## config.mk

```make
export PLATFORM = sky130hd
export DESIGN_NAME = id_ex_stage_flat
export DESIGN_NICKNAME = d
export VERILOG_FILES = /design/src/rtl/id_ex_stage_if.sv /design/src/rtl/id_ex_stage.sv /design/src/flat_wrapper.sv
export SDC_FILE = /design/constraint.sdc
export NUM_CORES = 1
export LEC_CHECK = 0
export CORE_ASPECT_RATIO = 2
export CORE_MARGIN = 4
export CORE_UTILIZATION = 43
export CTS_BUF_LIST = sky130_fd_sc_hd__clkbuf_2
export CTS_CLUSTER_SIZE = 16
export DETAILED_ROUTE_END_ITERATION = 7
export GPL_TIMING_DRIVEN = 0
export PLACE_DENSITY = 0.95
export SKIP_CTS_REPAIR_TIMING = 1
export SLEW_MARGIN = 30
export SYNTH_ARGS = -nofsm -noshare
export SYNTH_HDL_FRONTEND = slang
export SYNTH_SLANG_ARGS = --single-unit
```

## constraint.sdc

```tcl
create_clock -name clk_i -period 1.9 [get_ports clk_i]
set_input_delay 0.38 -clock clk_i [delete_from_list [all_inputs] [get_ports clk_i]]
set_output_delay 0.38 -clock clk_i [all_outputs]
set_load 0.1 [all_outputs]
```

## src/rtl/id_ex_stage_if.sv

```systemverilog
// ID/EX stage bundle: decoded control and operands from ID plus registered EX view.
// master drives the ID side (upstream), slave is the stage itself.
interface id_ex_stage_if #(
  parameter int DATA_W = 32
);
  logic [1:0]        PC_ctrl_i;
  logic [4:0]        EX_ctrl_i;
  logic [1:0]        MEM_ctrl_i;
  logic [1:0]        WB_ctrl_i;
  logic [DATA_W-1:0] rs_data_i;
  logic [DATA_W-1:0] rt_data_i;
  logic [DATA_W-1:0] imm_i;
  logic [4:0]        rs_addr_i;
  logic [4:0]        rt_addr_i;
  logic [4:0]        rd_addr_i;

  logic [4:0]        EX_ctrl_o;
  logic [1:0]        MEM_ctrl_o;
  logic [1:0]        WB_ctrl_o;
  logic [DATA_W-1:0] rs_data_o;
  logic [DATA_W-1:0] rt_data_o;
  logic [DATA_W-1:0] imm_o;
  logic [4:0]        rs_addr_o;
  logic [4:0]        rt_addr_o;
  logic [4:0]        rd_addr_o;
  logic [1:0]        PC_ctrl_o;
  logic              stall_o;
  logic              busy_o;

  modport master (
    output PC_ctrl_i, EX_ctrl_i,
    output MEM_ctrl_i, WB_ctrl_i,
    output rs_data_i, rt_data_i, imm_i,
    output rs_addr_i, rt_addr_i, rd_addr_i,
    input  EX_ctrl_o, MEM_ctrl_o, WB_ctrl_o,
    input  rs_data_o, rt_data_o, imm_o,
    input  rs_addr_o, rt_addr_o, rd_addr_o,
    input  PC_ctrl_o, stall_o, busy_o
  );

  modport slave (
    input  PC_ctrl_i, EX_ctrl_i,
    input  MEM_ctrl_i, WB_ctrl_i,
    input  rs_data_i, rt_data_i, imm_i,
    input  rs_addr_i, rt_addr_i, rd_addr_i,
    output EX_ctrl_o, MEM_ctrl_o, WB_ctrl_o,
    output rs_data_o, rt_data_o, imm_o,
    output rs_addr_o, rt_addr_o, rd_addr_o,
    output PC_ctrl_o, stall_o, busy_o
  );
endinterface

```

## src/rtl/id_ex_stage.sv

```systemverilog
// ID/EX pipeline register with load-use bubble, MUL hold and PC_ctrl gating.
// Ports: clk_i, rst_n_i (async active-low), bus (id_ex_stage_if.slave).
module id_ex_stage #(
  parameter int         MUL_CYCLES = 3,
  parameter int         DATA_W     = 32,
  parameter logic [2:0] MUL_ALU    = 3'b111
) (
  input  logic           clk_i,
  input  logic           rst_n_i,
  id_ex_stage_if.slave   bus
);

  localparam int CNT_W =
    (MUL_CYCLES > 1) ? $clog2(MUL_CYCLES) : 1;
  localparam logic [CNT_W-1:0] CNT_LOAD =
    CNT_W'(MUL_CYCLES - 1);

  logic [4:0]        ex_q;
  logic [1:0]        mem_q;
  logic [1:0]        wb_q;
  logic [DATA_W-1:0] rs_d_q;
  logic [DATA_W-1:0] rt_d_q;
  logic [DATA_W-1:0] imm_q;
  logic [4:0]        rs_a_q;
  logic [4:0]        rt_a_q;
  logic [4:0]        rd_a_q;
  logic [CNT_W-1:0]  cnt_q;

  logic busy;
  logic load_use;
  logic stall;
  logic is_mul;

  assign busy   = (cnt_q != '0);
  assign is_mul = (bus.EX_ctrl_i[4:2] == MUL_ALU);

  // Load in EX whose destination is read by the instruction in ID.
  assign load_use = (mem_q == 2'b10)
                  & (rt_a_q != 5'd0)
                  & ((rt_a_q == bus.rs_addr_i)
                   | (rt_a_q == bus.rt_addr_i));

  assign stall = busy | load_use;

  always_ff @(posedge clk_i or negedge rst_n_i) begin
    if (!rst_n_i) begin
      ex_q   <= '0;
      mem_q  <= '0;
      wb_q   <= '0;
      rs_d_q <= '0;
      rt_d_q <= '0;
      imm_q  <= '0;
      rs_a_q <= '0;
      rt_a_q <= '0;
      rd_a_q <= '0;
      cnt_q  <= '0;
    end else if (busy) begin
      cnt_q <= cnt_q - 1'b1;
    end else if (load_use) begin
      ex_q   <= '0;
      mem_q  <= '0;
      wb_q   <= '0;
      rs_d_q <= '0;
      rt_d_q <= '0;
      imm_q  <= '0;
      rs_a_q <= '0;
      rt_a_q <= '0;
      rd_a_q <= '0;
    end else begin
      ex_q   <= bus.EX_ctrl_i;
      mem_q  <= bus.MEM_ctrl_i;
      wb_q   <= bus.WB_ctrl_i;
      rs_d_q <= bus.rs_data_i;
      rt_d_q <= bus.rt_data_i;
      imm_q  <= bus.imm_i;
      rs_a_q <= bus.rs_addr_i;
      rt_a_q <= bus.rt_addr_i;
      rd_a_q <= bus.rd_addr_i;
      cnt_q  <= is_mul ? CNT_LOAD : '0;
    end
  end

  assign bus.EX_ctrl_o  = ex_q;
  assign bus.MEM_ctrl_o = mem_q;
  assign bus.WB_ctrl_o  = wb_q;
  assign bus.rs_data_o  = rs_d_q;
  assign bus.rt_data_o  = rt_d_q;
  assign bus.imm_o      = imm_q;
  assign bus.rs_addr_o  = rs_a_q;
  assign bus.rt_addr_o  = rt_a_q;
  assign bus.rd_addr_o  = rd_a_q;
  assign bus.stall_o    = stall;
  assign bus.busy_o     = busy;
  // A stalled cycle must never redirect PC or flush IF/ID.
  assign bus.PC_ctrl_o  = stall ? 2'b00 : bus.PC_ctrl_i;

endmodule

```

## src/flat_wrapper.sv

```systemverilog
// flat-port wrapper written by rule: the top's interface ports become plain ports
module id_ex_stage_flat 
#(
  parameter int         MUL_CYCLES = 3,
  parameter int         DATA_W     = 32,
  parameter logic [2:0] MUL_ALU    = 3'b111
)
  (clk_i, rst_n_i, bus_PC_ctrl_i, bus_EX_ctrl_i, bus_MEM_ctrl_i, bus_WB_ctrl_i, bus_rs_data_i, bus_rt_data_i, bus_imm_i, bus_rs_addr_i, bus_rt_addr_i, bus_rd_addr_i, bus_EX_ctrl_o, bus_MEM_ctrl_o, bus_WB_ctrl_o, bus_rs_data_o, bus_rt_data_o, bus_imm_o, bus_rs_addr_o, bus_rt_addr_o, bus_rd_addr_o, bus_PC_ctrl_o, bus_stall_o, bus_busy_o);
  id_ex_stage_if #(.DATA_W(DATA_W)) bus_i ();
  input  logic clk_i;
  input  logic rst_n_i;
  input wire logic [$bits(bus_i.PC_ctrl_i)-1:0] bus_PC_ctrl_i;
  input wire logic [$bits(bus_i.EX_ctrl_i)-1:0] bus_EX_ctrl_i;
  input wire logic [$bits(bus_i.MEM_ctrl_i)-1:0] bus_MEM_ctrl_i;
  input wire logic [$bits(bus_i.WB_ctrl_i)-1:0] bus_WB_ctrl_i;
  input wire logic [$bits(bus_i.rs_data_i)-1:0] bus_rs_data_i;
  input wire logic [$bits(bus_i.rt_data_i)-1:0] bus_rt_data_i;
  input wire logic [$bits(bus_i.imm_i)-1:0] bus_imm_i;
  input wire logic [$bits(bus_i.rs_addr_i)-1:0] bus_rs_addr_i;
  input wire logic [$bits(bus_i.rt_addr_i)-1:0] bus_rt_addr_i;
  input wire logic [$bits(bus_i.rd_addr_i)-1:0] bus_rd_addr_i;
  output wire logic [$bits(bus_i.EX_ctrl_o)-1:0] bus_EX_ctrl_o;
  output wire logic [$bits(bus_i.MEM_ctrl_o)-1:0] bus_MEM_ctrl_o;
  output wire logic [$bits(bus_i.WB_ctrl_o)-1:0] bus_WB_ctrl_o;
  output wire logic [$bits(bus_i.rs_data_o)-1:0] bus_rs_data_o;
  output wire logic [$bits(bus_i.rt_data_o)-1:0] bus_rt_data_o;
  output wire logic [$bits(bus_i.imm_o)-1:0] bus_imm_o;
  output wire logic [$bits(bus_i.rs_addr_o)-1:0] bus_rs_addr_o;
  output wire logic [$bits(bus_i.rt_addr_o)-1:0] bus_rt_addr_o;
  output wire logic [$bits(bus_i.rd_addr_o)-1:0] bus_rd_addr_o;
  output wire logic [$bits(bus_i.PC_ctrl_o)-1:0] bus_PC_ctrl_o;
  output wire logic [$bits(bus_i.stall_o)-1:0] bus_stall_o;
  output wire logic [$bits(bus_i.busy_o)-1:0] bus_busy_o;
  assign bus_i.PC_ctrl_i = bus_PC_ctrl_i;
  assign bus_i.EX_ctrl_i = bus_EX_ctrl_i;
  assign bus_i.MEM_ctrl_i = bus_MEM_ctrl_i;
  assign bus_i.WB_ctrl_i = bus_WB_ctrl_i;
  assign bus_i.rs_data_i = bus_rs_data_i;
  assign bus_i.rt_data_i = bus_rt_data_i;
  assign bus_i.imm_i = bus_imm_i;
  assign bus_i.rs_addr_i = bus_rs_addr_i;
  assign bus_i.rt_addr_i = bus_rt_addr_i;
  assign bus_i.rd_addr_i = bus_rd_addr_i;
  assign bus_EX_ctrl_o = bus_i.EX_ctrl_o;
  assign bus_MEM_ctrl_o = bus_i.MEM_ctrl_o;
  assign bus_WB_ctrl_o = bus_i.WB_ctrl_o;
  assign bus_rs_data_o = bus_i.rs_data_o;
  assign bus_rt_data_o = bus_i.rt_data_o;
  assign bus_imm_o = bus_i.imm_o;
  assign bus_rs_addr_o = bus_i.rs_addr_o;
  assign bus_rt_addr_o = bus_i.rt_addr_o;
  assign bus_rd_addr_o = bus_i.rd_addr_o;
  assign bus_PC_ctrl_o = bus_i.PC_ctrl_o;
  assign bus_stall_o = bus_i.stall_o;
  assign bus_busy_o = bus_i.busy_o;
  id_ex_stage #(.MUL_CYCLES(MUL_CYCLES), .DATA_W(DATA_W), .MUL_ALU(MUL_ALU)) u_core (.clk_i(clk_i), .rst_n_i(rst_n_i), .bus(bus_i));
endmodule
```

==> results of run 1 <==
[routing by layer]
metal / routed length [µm] / track usage / vias up
met3: 1070 / 0.06107 / 55
met2: 9314 / 0.4191 / 203
met5: 0 / 0 / -
li1: - / - / 2321
met4: 868 / 0.1350 / 0
met1: 5582 / 0.2405 / 2273
[power by group through the flow]
stage / Sequential [mW] / Clock (mW) / Combinational [mW]
2_1_floorplan: 5.78 / 0 / 0.759
3_3_place_gp: 3.19 / 0 / 4.60
3_5_place_dp: 3.21 / 0 / 4.66
4_1_cts: 3.16 / 1.53 / 4.67
5_1_grt: 3.21 / 1.66 / 4.67
6_report: 3.16 / 1.48 / 4.52
[Yosys cell counts]
cell / instances
sky130_fd_sc_hd__or4_4: 1
sky130_fd_sc_hd__nor2_2: 1
sky130_fd_sc_hd__xor2_1: 10
sky130_fd_sc_hd__nor2_1: 5
sky130_fd_sc_hd__inv_1: 3
sky130_fd_sc_hd__a22oi_1: 1
sky130_fd_sc_hd__nand3_1: 1
sky130_fd_sc_hd__o21ai_1: 8
sky130_fd_sc_hd__nor3_1: 2
sky130_fd_sc_hd__nor2b_1: 2
sky130_fd_sc_hd__clkbuf_1: 28
sky130_fd_sc_hd__dfrtp_1: 122
sky130_fd_sc_hd__o21ai_2: 93
sky130_fd_sc_hd__o21ai_0: 22
sky130_fd_sc_hd__buf_8: 9
sky130_fd_sc_hd__buf_12: 2
sky130_fd_sc_hd__nand2_1: 241
[path summary, 6_finish.rpt]
| path | startpoint | endpoint | cells after the start |
|---|---|---|---|
| setup / recovery | u_core.bus.rt_addr_o[3] | bus_PC_ctrl_o[0] | 5 |
| hold / removal | rst_n_i | u_core.bus.rs_data_o[16] | 2 |
| setup reg to reg | u_core.bus.rt_addr_o[3] | u_core.bus.rs_data_o[0] | 6 |
| hold reg to reg | u_core.cnt_q[0] | u_core.cnt_q[0] | 1 |
| max in group asynchronous | rst_n_i | u_core.bus.rt_addr_o[0] | 3 |
| min in group clk_i | bus_MEM_ctrl_i[0] | u_core.bus.MEM_ctrl_o[0] | 3 |
[metrics by stage]
stage | hold slack (ns) | instances | setup slack (ns)
global placement | 0.4404 | 945 | -5.154
finish | 0.2264 | 982 | -0.8563
global route | 0.1203 | 982 | -1.012
floorplan | 0.08441 | 551 | -0.6944
detailed placement | 0.3414 | 946 | -1.315
CTS | -0.4375 | 978 | -2.030
[cell type report]
type / count / area [µm²] / area share
inverter: 3 / 11.26 / 0.001392
sequential: 122 / 3072 / 0.3796
timing repair buffer: 251 / 2261 / 0.2794
antenna: 1 / 2.502 / 0.0003093
buffer: 39 / 290.3 / 0.03587
clock buffer: 20 / 100.1 / 0.01237
tap: 147 / 183.9 / 0.02273
multi-input combinational: 387 / 2069 / 0.2558
clock inverter: 12 / 101.3 / 0.01253
[worst max-delay path, delay by kind of cell, from the launching register on]
family / cells / cell delay [ns]
AOI/OAI and AO/OA: 2 / 0.31
buffers and inverters: 1 / 0.18
DFF: 1 / 0.55
and+or+nand+nor: 2 / 0.69
[state kept, by name, indices dropped and copies added (netlist names), 5 cells and up]
name and count:
u_core.bus.EX_ctrl_o 5, u_core.bus.imm_o 32, u_core.bus.rd_addr_o 5, u_core.bus.rs_addr_o 5, u_core.bus.rs_data_o 32, u_core.bus.rt_addr_o 5
u_core.bus.rt_data_o 32
[logic make-up after synthesis]
family	after synthesis
AND/OR/NAND/NOR	253
AO/OA/AOI/OAI	124
flip-flops	122
buffers and inverters	42
XOR/XNOR	10
==> results_dict.tcl, run 1 <==
set metrics [dict create \
    post_synth_fa_ha_maj_area_fraction 0 \
    power_frac_comb 0.493 \
    worst_path_largest_cell_delay_ns 0.55 \
    switching_power_mw 4.729 \
    synth_simple_gate_area_frac 0.1803 \
    antenna_found_initial 1 \
    power_mw 9.156 \
    clk_transition_reported_paths_ns 0.22 \
    clock_power_share 0.161 \
    setup-violations-final 22 \
    synth_compound_gate_area_share 0.1810 \
    synthesis.instances 551 \
    fin_worst_skew_ns 0.05029 \
    number_of_i_o_pins 248 \
    max_slew.worst_pin.slew_ns 0.6376 \
    pwr-share-seq 0.345 \
    final-hold-violation-count 0 \
    run_status "complete, but fails checks" \
    ys_types 17 \
    power_density_nw_per_um2 1132 \
    fp-row-count 57 \
    core_area_um2 12200 \
    final_util 0.6635 \
    worstSetupPathType "reg2out" \
    fill_cells 945 \
    violations_in_the_final_reports "setup timing" \
    grt_overflow_total 0 \
    max-slew-margin-rel 0.5749 \
    synth_sequential_area_ratio 0.5682 \
    drt_drc_violations_left 0 \
    cts-buffers-inserted 17 \
    total_number_of_nets_in_the_final_design 945 \
    setup-tns-final_ns -3.100 \
    cp_max_fo 5 \
    cp_cell_instances "or4_4 > o21ai_4 > o21ai_4 > nor2_4 > buf_12" \
    synth.ff_latch_count 122 \
    port_buffers 247 \
    muxShareOfSynthArea 0 \
    synth_largest_area_cell "sky130_fd_sc_hd__dfrtp_1" \
    die_width_um 87.04 \
    fin_ws_ns -0.8563 \
    avgSynthCellArea_um2 9.751 \
    max_freq_mhz 362.8 \
    root_buffer "sky130_fd_sc_hd__clkbuf_2" \
    netSwitchingFraction 0.5165 \
    combinational_family_with_the_most_area_after_synthesis "compound AO/OA/AOI/OAI gates" \
    num_vias 4852 \
    final_layout_size_suffix_gt1_frac 0.3381 \
    wire_length_of_the_first_global_routing_pass_um 26270 \
    die_h_um 166.1 \
    setup.worst_path.start_class "register" \
    slowest_stage "sky130_fd_sc_hd__dfrtp_4" \
    crit_arrival_ns 2.38 \
    synth.yosys.warnings 0 \
    fin_crit_sh 1.451 \
    crit_path_end_kind "output port" \
    rsz0062_at_grt "yes" \
    leakagePower_nw 3.739 \
    route.detailed.wl_per_inst_um 17.14 \
    global_route.usage.total 0.2361 \
    max-cap-violations 0 \
    vias_in_the_first_global_route 5133 \
    h-tree-depth 4 \
    peakVddDrop_mv 0.6936 \
    timing.reg2reg.setup_slack_ns -0.03 \
    synth_top_area_share 0.5682 \
    most-common-layout-cells "sky130_fd_sc_hd__nand2_1, sky130_fd_sc_hd__clkdlybuf4s50_1, sky130_fd_sc_hd__dfrtp_1" \
    finalMaxSlewViolations 0 \
    dieArea_um2 14460 \
    sum_of_routed_wire_length_over_all_layers_um 16840 \
    hpwl_um 12960 \
    mostFrequentLayoutCell "sky130_fd_sc_hd__nand2_1" \
    synthesis.nets 675 \
    ant_nets 0 \
    critPathRequiredTime_ns 1.52 \
    internal_power_mw 4.427 \
    placement.cell_area_um2 8120 \
    ctsLongestPathBuffers 2 \
    yosys.area_share.xor_xnor 0.01630 \
    count_of_routing_violations_after_the_opening_detailed_route_iteration 231 \
    biggest_area_contributors_in_the_synthesized_netlist "sky130_fd_sc_hd__dfrtp_1, sky130_fd_sc_hd__nand2_1, sky130_fd_sc_hd__o21ai_2, sky130_fd_sc_hd__buf_8, sky130_fd_sc_hd__o21ai_0" \
    finalInstanceArea_um2 8092 \
    syn-cell-area_um2 5373 \
    tritoncts_clock_tree "done" \
    syn2layout_area_growth_pct 50.61 \
    largest_net_degree_at_the_start_of_global_routing 66 \
    clk-insertion-delay-late_ns 0.65 \
    hold_path.class "in2async" \
    globalplace.congestion 0.8194 \
    initial_utilization 0.4405 \
    viasPerCell 4.941 \
    cell_repeated_most_along_the_worst_path "sky130_fd_sc_hd__o21ai_4" \
    dr.pass1.iters 7 \
    min_clock_period_post_route_ns 2.756 \
    cts_num_sinks 122 \
]
Note: power is estimated with default switching activity, not from simulation.
==> inputs of run 2 (changes only) <==
--- a/config.mk
+++ b/config.mk
@@ -5,6 +5,7 @@
 export SDC_FILE = /design/constraint.sdc
 export NUM_CORES = 1
 export LEC_CHECK = 0
+export ABC_CLOCK_PERIOD_IN_PS = 1900
 export CORE_ASPECT_RATIO = 2
 export CORE_MARGIN = 4
 export CORE_UTILIZATION = 43
@@ -12,7 +13,7 @@
 export CTS_CLUSTER_SIZE = 16
 export DETAILED_ROUTE_END_ITERATION = 7
 export GPL_TIMING_DRIVEN = 0
-export PLACE_DENSITY = 0.95
+export PLACE_DENSITY = 0.83
 export SKIP_CTS_REPAIR_TIMING = 1
 export SLEW_MARGIN = 30
 export SYNTH_ARGS = -nofsm -noshare
==> run 2 against run 1 <==
  * Cell count grew 0.81%
  * Total power grew 3.0%
  * Core utilization grew 1.7 points
  * Largest power group unchanged
  * Highest routed layer unchanged
  * Via count grew 1.6%
  * Global-route usage is essentially flat
  * Clock skew shrank 0.020 ns
  * Hold slack lost 0.065 ns
  * The run still ends with setup timing left
  * Sequential power is essentially flat
  * Routed wire length grew 0.69%
==> results_dict.tcl, run 2 (synthesis results as in run 1) <==
set metrics [dict create \
    globalplace.congestion 0.8228 \
    fin_ws_ns -0.9041 \
    hpwl_um 12990 \
    root_buffer "sky130_fd_sc_hd__clkbuf_2" \
    worstRegToRegCells 7 \
    port_buffers 247 \
    setup-tns-final_ns -17.45 \
    largest_net_degree_at_the_start_of_global_routing 71 \
    power_density_nw_per_um2 1137 \
    timing.reg2reg.setup_slack_ns -0.17 \
    fill_cells 943 \
    h-tree-depth 4 \
    grt_overflow_total 0 \
    run_status "complete, but fails checks" \
    cell_repeated_most_along_the_worst_path "sky130_fd_sc_hd__o21ai_4" \
    cts_num_sinks 122 \
    crit_arrival_ns 2.42 \
    crit_path_end_kind "output port" \
    cts-buffers-inserted 17 \
    num_vias 4929 \
    tritoncts_clock_tree "done" \
    final_layout_size_suffix_gt1_frac 0.3515 \
    max_freq_mhz 356.6 \
    wire_length_of_the_first_global_routing_pass_um 26280 \
    finalMaxSlewViolations 0 \
    setup-violations-final 125 \
    antenna_found_initial 1 \
    fp-row-count 57 \
    worstSetupPathType "reg2out" \
    dr.pass1.iters 4 \
    finalHoldWorstSlack_ns 0.1616 \
    core_area_um2 12200 \
    critPathRequiredTime_ns 1.52 \
    ff_to_ff_start "u_core.bus.rt_addr_o[0]" \
    dp_slack_ns -1.329 \
    drt_drc_violations_left 0 \
    route.detailed.wl_per_inst_um 17.12 \
    violations_in_the_final_reports "setup timing" \
    most-common-layout-cells "sky130_fd_sc_hd__nand2_1, sky130_fd_sc_hd__clkdlybuf4s50_1, sky130_fd_sc_hd__dfrtp_1" \
    max-slew-margin-rel 0.6919 \
    worst_path_largest_cell_delay_ns 0.56 \
    die_h_um 166.1 \
    number_of_i_o_pins 248 \
    viasPerCell 4.979 \
    syn2layout_area_growth_pct 54.40 \
    setup.worst_path.start_class "register" \
    ctsLongestPathBuffers 2 \
    fin_worst_skew_ns 0.03073 \
    hold_path.class "in2async" \
    cp_cell_instances "or4_4 > o21ai_4 > o21ai_4 > nor2_4 > buf_12" \
    leakagePower_nw 3.811 \
    peakVddDrop_mv 0.7194 \
    die_width_um 87.04 \
    min_clock_period_post_route_ns 2.804 \
    clk-insertion-delay-late_ns 0.70 \
    dieArea_um2 14460 \
    global_route.usage.total 0.2360 \
    rsz0062_at_grt "yes" \
    critical_path.reg2reg.endpoint "u_core.bus.imm_o[8]" \
    count_of_routing_violations_after_the_opening_detailed_route_iteration 140 \
    cp_max_fo 5 \
    final-hold-violation-count 0 \
    fin_crit_sh 1.476 \
    total_number_of_nets_in_the_final_design 953 \
    initial_utilization 0.4405 \
    vias_in_the_first_global_route 5113 \
    max-cap-violations 0 \
    sum_of_routed_wire_length_over_all_layers_um 16950 \
    ant_nets 0 \
    max_slew.worst_pin.slew_ns 0.4622 \
    slowest_stage "sky130_fd_sc_hd__dfrtp_4" \
    clk_transition_reported_paths_ns 0.21 \
    mostFrequentLayoutCell "sky130_fd_sc_hd__nand2_1" \
]
## run 2: worst max path at each step
stage / start / end / slack (ns) / depth (start not counted)
after global routing: u_core.bus.rt_addr_o[0] / bus_PC_ctrl_o[0] / -1.01 / 5
after global placement: rst_n_i / u_core.bus.rt_addr_o[2] / -4.94 / 1
after CTS: u_core.cnt_q[1] / bus_PC_ctrl_o[0] / -2.14 / 5
after detailed placement: u_core.cnt_q[1] / bus_PC_ctrl_o[0] / -1.33 / 5
final: u_core.bus.rt_addr_o[0] / bus_PC_ctrl_o[1] / -0.90 / 5
after floorplan: u_core.bus.rt_addr_o[0] / bus_PC_ctrl_o[0] / -0.69 / 4
## run 2: report_power, final
part	internal, mW	total [mW]	leakage (nW)	switching [mW]
registers	2.95	3.18	1.45	0.225
logic	1.06	4.59	2.24	3.53
clock network	0.608	1.66	0.127	1.05
total	4.63	9.43	3.81	4.81
## run 2: layout make-up
| cell class | count | area (µm²) | area share |
|---|---|---|---|
| antenna | 1 | 2.502 | 0.0003017 |
| buffer | 39 | 296.5 | 0.03575 |
| clock buffer | 18 | 90.09 | 0.01086 |
| clock inverter | 14 | 148.9 | 0.01795 |
| inverter | 3 | 16.27 | 0.001961 |
| multi-input combinational | 387 | 2101 | 0.2532 |
| sequential | 122 | 3072 | 0.3703 |
| tap | 147 | 183.9 | 0.02217 |
| timing repair buffer | 259 | 2385 | 0.2875 |
## run 2: worst max-delay path: cells and delay by family, from the launching register on
family	cells	cell delay (ns)
buffers and inverters	1	0.18
DFF	1	0.56
AOI/OAI and AO/OA	2	0.31
and+or+nand+nor	2	0.69
## run 2: metal layers
layer / up-vias / track usage / routed length, µm
li1: 2352 / - / -
met4: 0 / 0.1289 / 745
met2: 191 / 0.4283 / 9696
met5: - / 0 / 0
met3: 49 / 0.05859 / 1122
met1: 2337 / 0.2358 / 5386
## run 2: per-stage QoR
step | total power, mW | util | instances | instance area, µm²
2_1_floorplan | 6.540 | - | 551 | 5431
3_3_place_gp | 7.804 | 0.6632 | 945 | 8088
3_5_place_dp | 7.884 | 0.6658 | 946 | 8120
4_1_cts | 9.544 | 0.6854 | 978 | 8359
5_1_grt | 9.816 | 0.6802 | 990 | 8295
6_report | 9.434 | 0.6802 | 990 | 8295
==> inputs of run 3 (changes only) <==
--- a/config.mk
+++ b/config.mk
@@ -19,3 +19,4 @@
 export SYNTH_ARGS = -nofsm -noshare
 export SYNTH_HDL_FRONTEND = slang
 export SYNTH_SLANG_ARGS = --single-unit
+export TNS_END_PERCENT = 50
==> run 3 against run 2 <==
  * The flow still finishes with violations (setup timing)
  * Worst setup slack better by 0.043 ns
  * Largest power group unchanged
  * Critical endpoint is now bus_PC_ctrl_o[0]
  * Register-to-register slack better by 0.04 ns
  * Non-clock buffer count down 6
  * Critical path depth did not move
  * Total power fell by 2.8%
==> results_dict.tcl, run 3 (synthesis results as in run 1) <==
set metrics [dict create \
    global_route.usage.total 0.2312 \
    tritoncts_clock_tree "done" \
    rsz0062_at_grt "yes" \
    finalMaxSlewViolations 0 \
    grt_overflow_total 0 \
    fp-row-count 57 \
    globalplace.congestion 0.8418 \
    run_status "complete, but fails checks" \
    dr.pass1.iters 4 \
    die_width_um 87.04 \
    stdcell_count 982 \
    drt_drc_violations_left 0 \
    worstRegToRegCells 7 \
    critical_path.reg2reg.endpoint "u_core.bus.rt_data_o[23]" \
    fin_worst_skew_ns 0.03373 \
    max_slew.worst_pin.slew_ns 0.5067 \
    final_util 0.6648 \
    num_vias 4877 \
    max_freq_mhz 362.1 \
    total_number_of_nets_in_the_final_design 947 \
    antenna_found_initial 1 \
    setup-violations-final 124 \
    core_area_um2 12200 \
    syn2layout_area_growth_pct 50.91 \
    critPathRequiredTime_ns 1.52 \
    clk_transition_reported_paths_ns 0.18 \
    largest_net_degree_at_the_start_of_global_routing 68 \
    peakVddDrop_mv 0.6048 \
    cp.buffers_inverters 1 \
    timing.reg2reg.setup_slack_ns -0.13 \
    viasPerCell 4.966 \
    cts_num_sinks 122 \
    worst_path_largest_cell_delay_ns 0.56 \
    slowest_stage "sky130_fd_sc_hd__or4_4" \
    power_density_nw_per_um2 1131 \
    cp_cell_instances "or4_4 > o21ai_4 > o21ai_4 > nor2_4 > buf_12" \
    leakagePower_nw 3.732 \
    fin_ws_ns -0.8616 \
    violations_in_the_final_reports "setup timing" \
    most-common-layout-cells "sky130_fd_sc_hd__nand2_1, sky130_fd_sc_hd__clkdlybuf4s50_1, sky130_fd_sc_hd__dfrtp_1" \
    critical_path.top_delay_family "simple AND/OR/NAND/NOR gates" \
    port_buffers 247 \
    worstSetupPathType "reg2out" \
    setup.worst_path.start_class "register" \
    max-cap-violations 0 \
    ctsLongestPathBuffers 2 \
    vias_in_the_first_global_route 5184 \
    dp_cells 946 \
    hpwl_um 13000 \
    cp_max_fo 4 \
    final_layout_size_suffix_gt1_frac 0.3345 \
    crit_path_end_kind "output port" \
    hold_path.class "in2async" \
    cts-buffers-inserted 17 \
    min_clock_period_post_route_ns 2.762 \
    dieArea_um2 14460 \
    clk-insertion-delay-late_ns 0.64 \
    fin_crit_sh 1.453 \
    crit_arrival_ns 2.38 \
    sum_of_routed_wire_length_over_all_layers_um 16440 \
    initial_utilization 0.4405 \
    cell_repeated_most_along_the_worst_path "sky130_fd_sc_hd__o21ai_4" \
    number_of_i_o_pins 248 \
    count_of_routing_violations_after_the_opening_detailed_route_iteration 103 \
    h-tree-depth 4 \
    wire_length_of_the_first_global_routing_pass_um 25900 \
    ff_to_ff_start "u_core.bus.rt_addr_o[0]" \
    final-hold-violation-count 0 \
    mostFrequentLayoutCell "sky130_fd_sc_hd__nand2_1" \
    finalHoldWorstSlack_ns 0.2431 \
    max-slew-margin-rel 0.6645 \
    die_h_um 166.1 \
    root_buffer "sky130_fd_sc_hd__clkbuf_2" \
    route.detailed.wl_per_inst_um 16.74 \
    ant_nets 0 \
]
run 3: cell types whose count changed in the layout (fill, tap and decap cells not counted), sizes merged:
cell,previous run,this run
buf,84,36
clkbuf,109,151
clkinv,4,8
clkinvlp,6,2
inv,5,3
run 3: worst max path at each step:
stage                            start                      end  slack (ns)  depth (start not counted)
2_1_floorplan  u_core.bus.rt_addr_o[0]         bus_PC_ctrl_o[0]       -0.69                          4
3_5_place_dp          bus_rt_addr_i[3]         bus_PC_ctrl_o[0]       -1.31                          7
4_1_cts                u_core.cnt_q[1]         bus_PC_ctrl_o[0]       -2.04                          5
3_3_place_gp                   rst_n_i  u_core.bus.rt_addr_o[3]       -4.97                          1
5_1_grt        u_core.bus.rt_addr_o[0]         bus_PC_ctrl_o[0]       -0.99                          5
6_report       u_core.bus.rt_addr_o[0]         bus_PC_ctrl_o[0]       -0.86                          5
run 3: where the power goes:
part | leakage, nW | internal, mW | switching, mW | total (mW)
Combinational | 2.16 | 0.995 | 3.53 | 4.52
Clock | 0.123 | 0.563 | 0.919 | 1.48
Sequential | 1.45 | 2.95 | 0.213 | 3.17
run 3: area by class of cell:
cell class                      instances  area (µm²)
Inverter                                3       11.26
Clock buffer                           18       90.09
Clock inverter                         12       108.9
Buffer                                 39       284.0
Timing Repair Buffer                  253        2267
Antenna cell                            1       2.502
Multi-Input combinational cell        387        2088
Fill cell                            1033        4088
Tap cell                              147       183.9
Sequential cell                       122        3072
run 3: per-layer routing:
metal	up-vias	global-route usage	part of all wire
li1	2332	-	-
met1	2297	0.2297	0.33
met2	198	0.4174	0.55
met3	50	0.06653	0.075
met4	0	0.1208	0.047
met5	-	0	0
run 3: per-stage QoR:
step                total power, mW  worst slack [ns]  TNS [ns]  cell area [µm²]
finish                        9.169           -0.8616    -14.29             8108
global route                  9.556           -0.9918    -21.83             8108
CTS                           9.371            -2.044   -113.20             8318
detailed placement            7.882            -1.309    -39.05             8119
global placement              7.799            -4.965   -545.66             8087
floorplan                     6.540           -0.6944    -6.227             5430
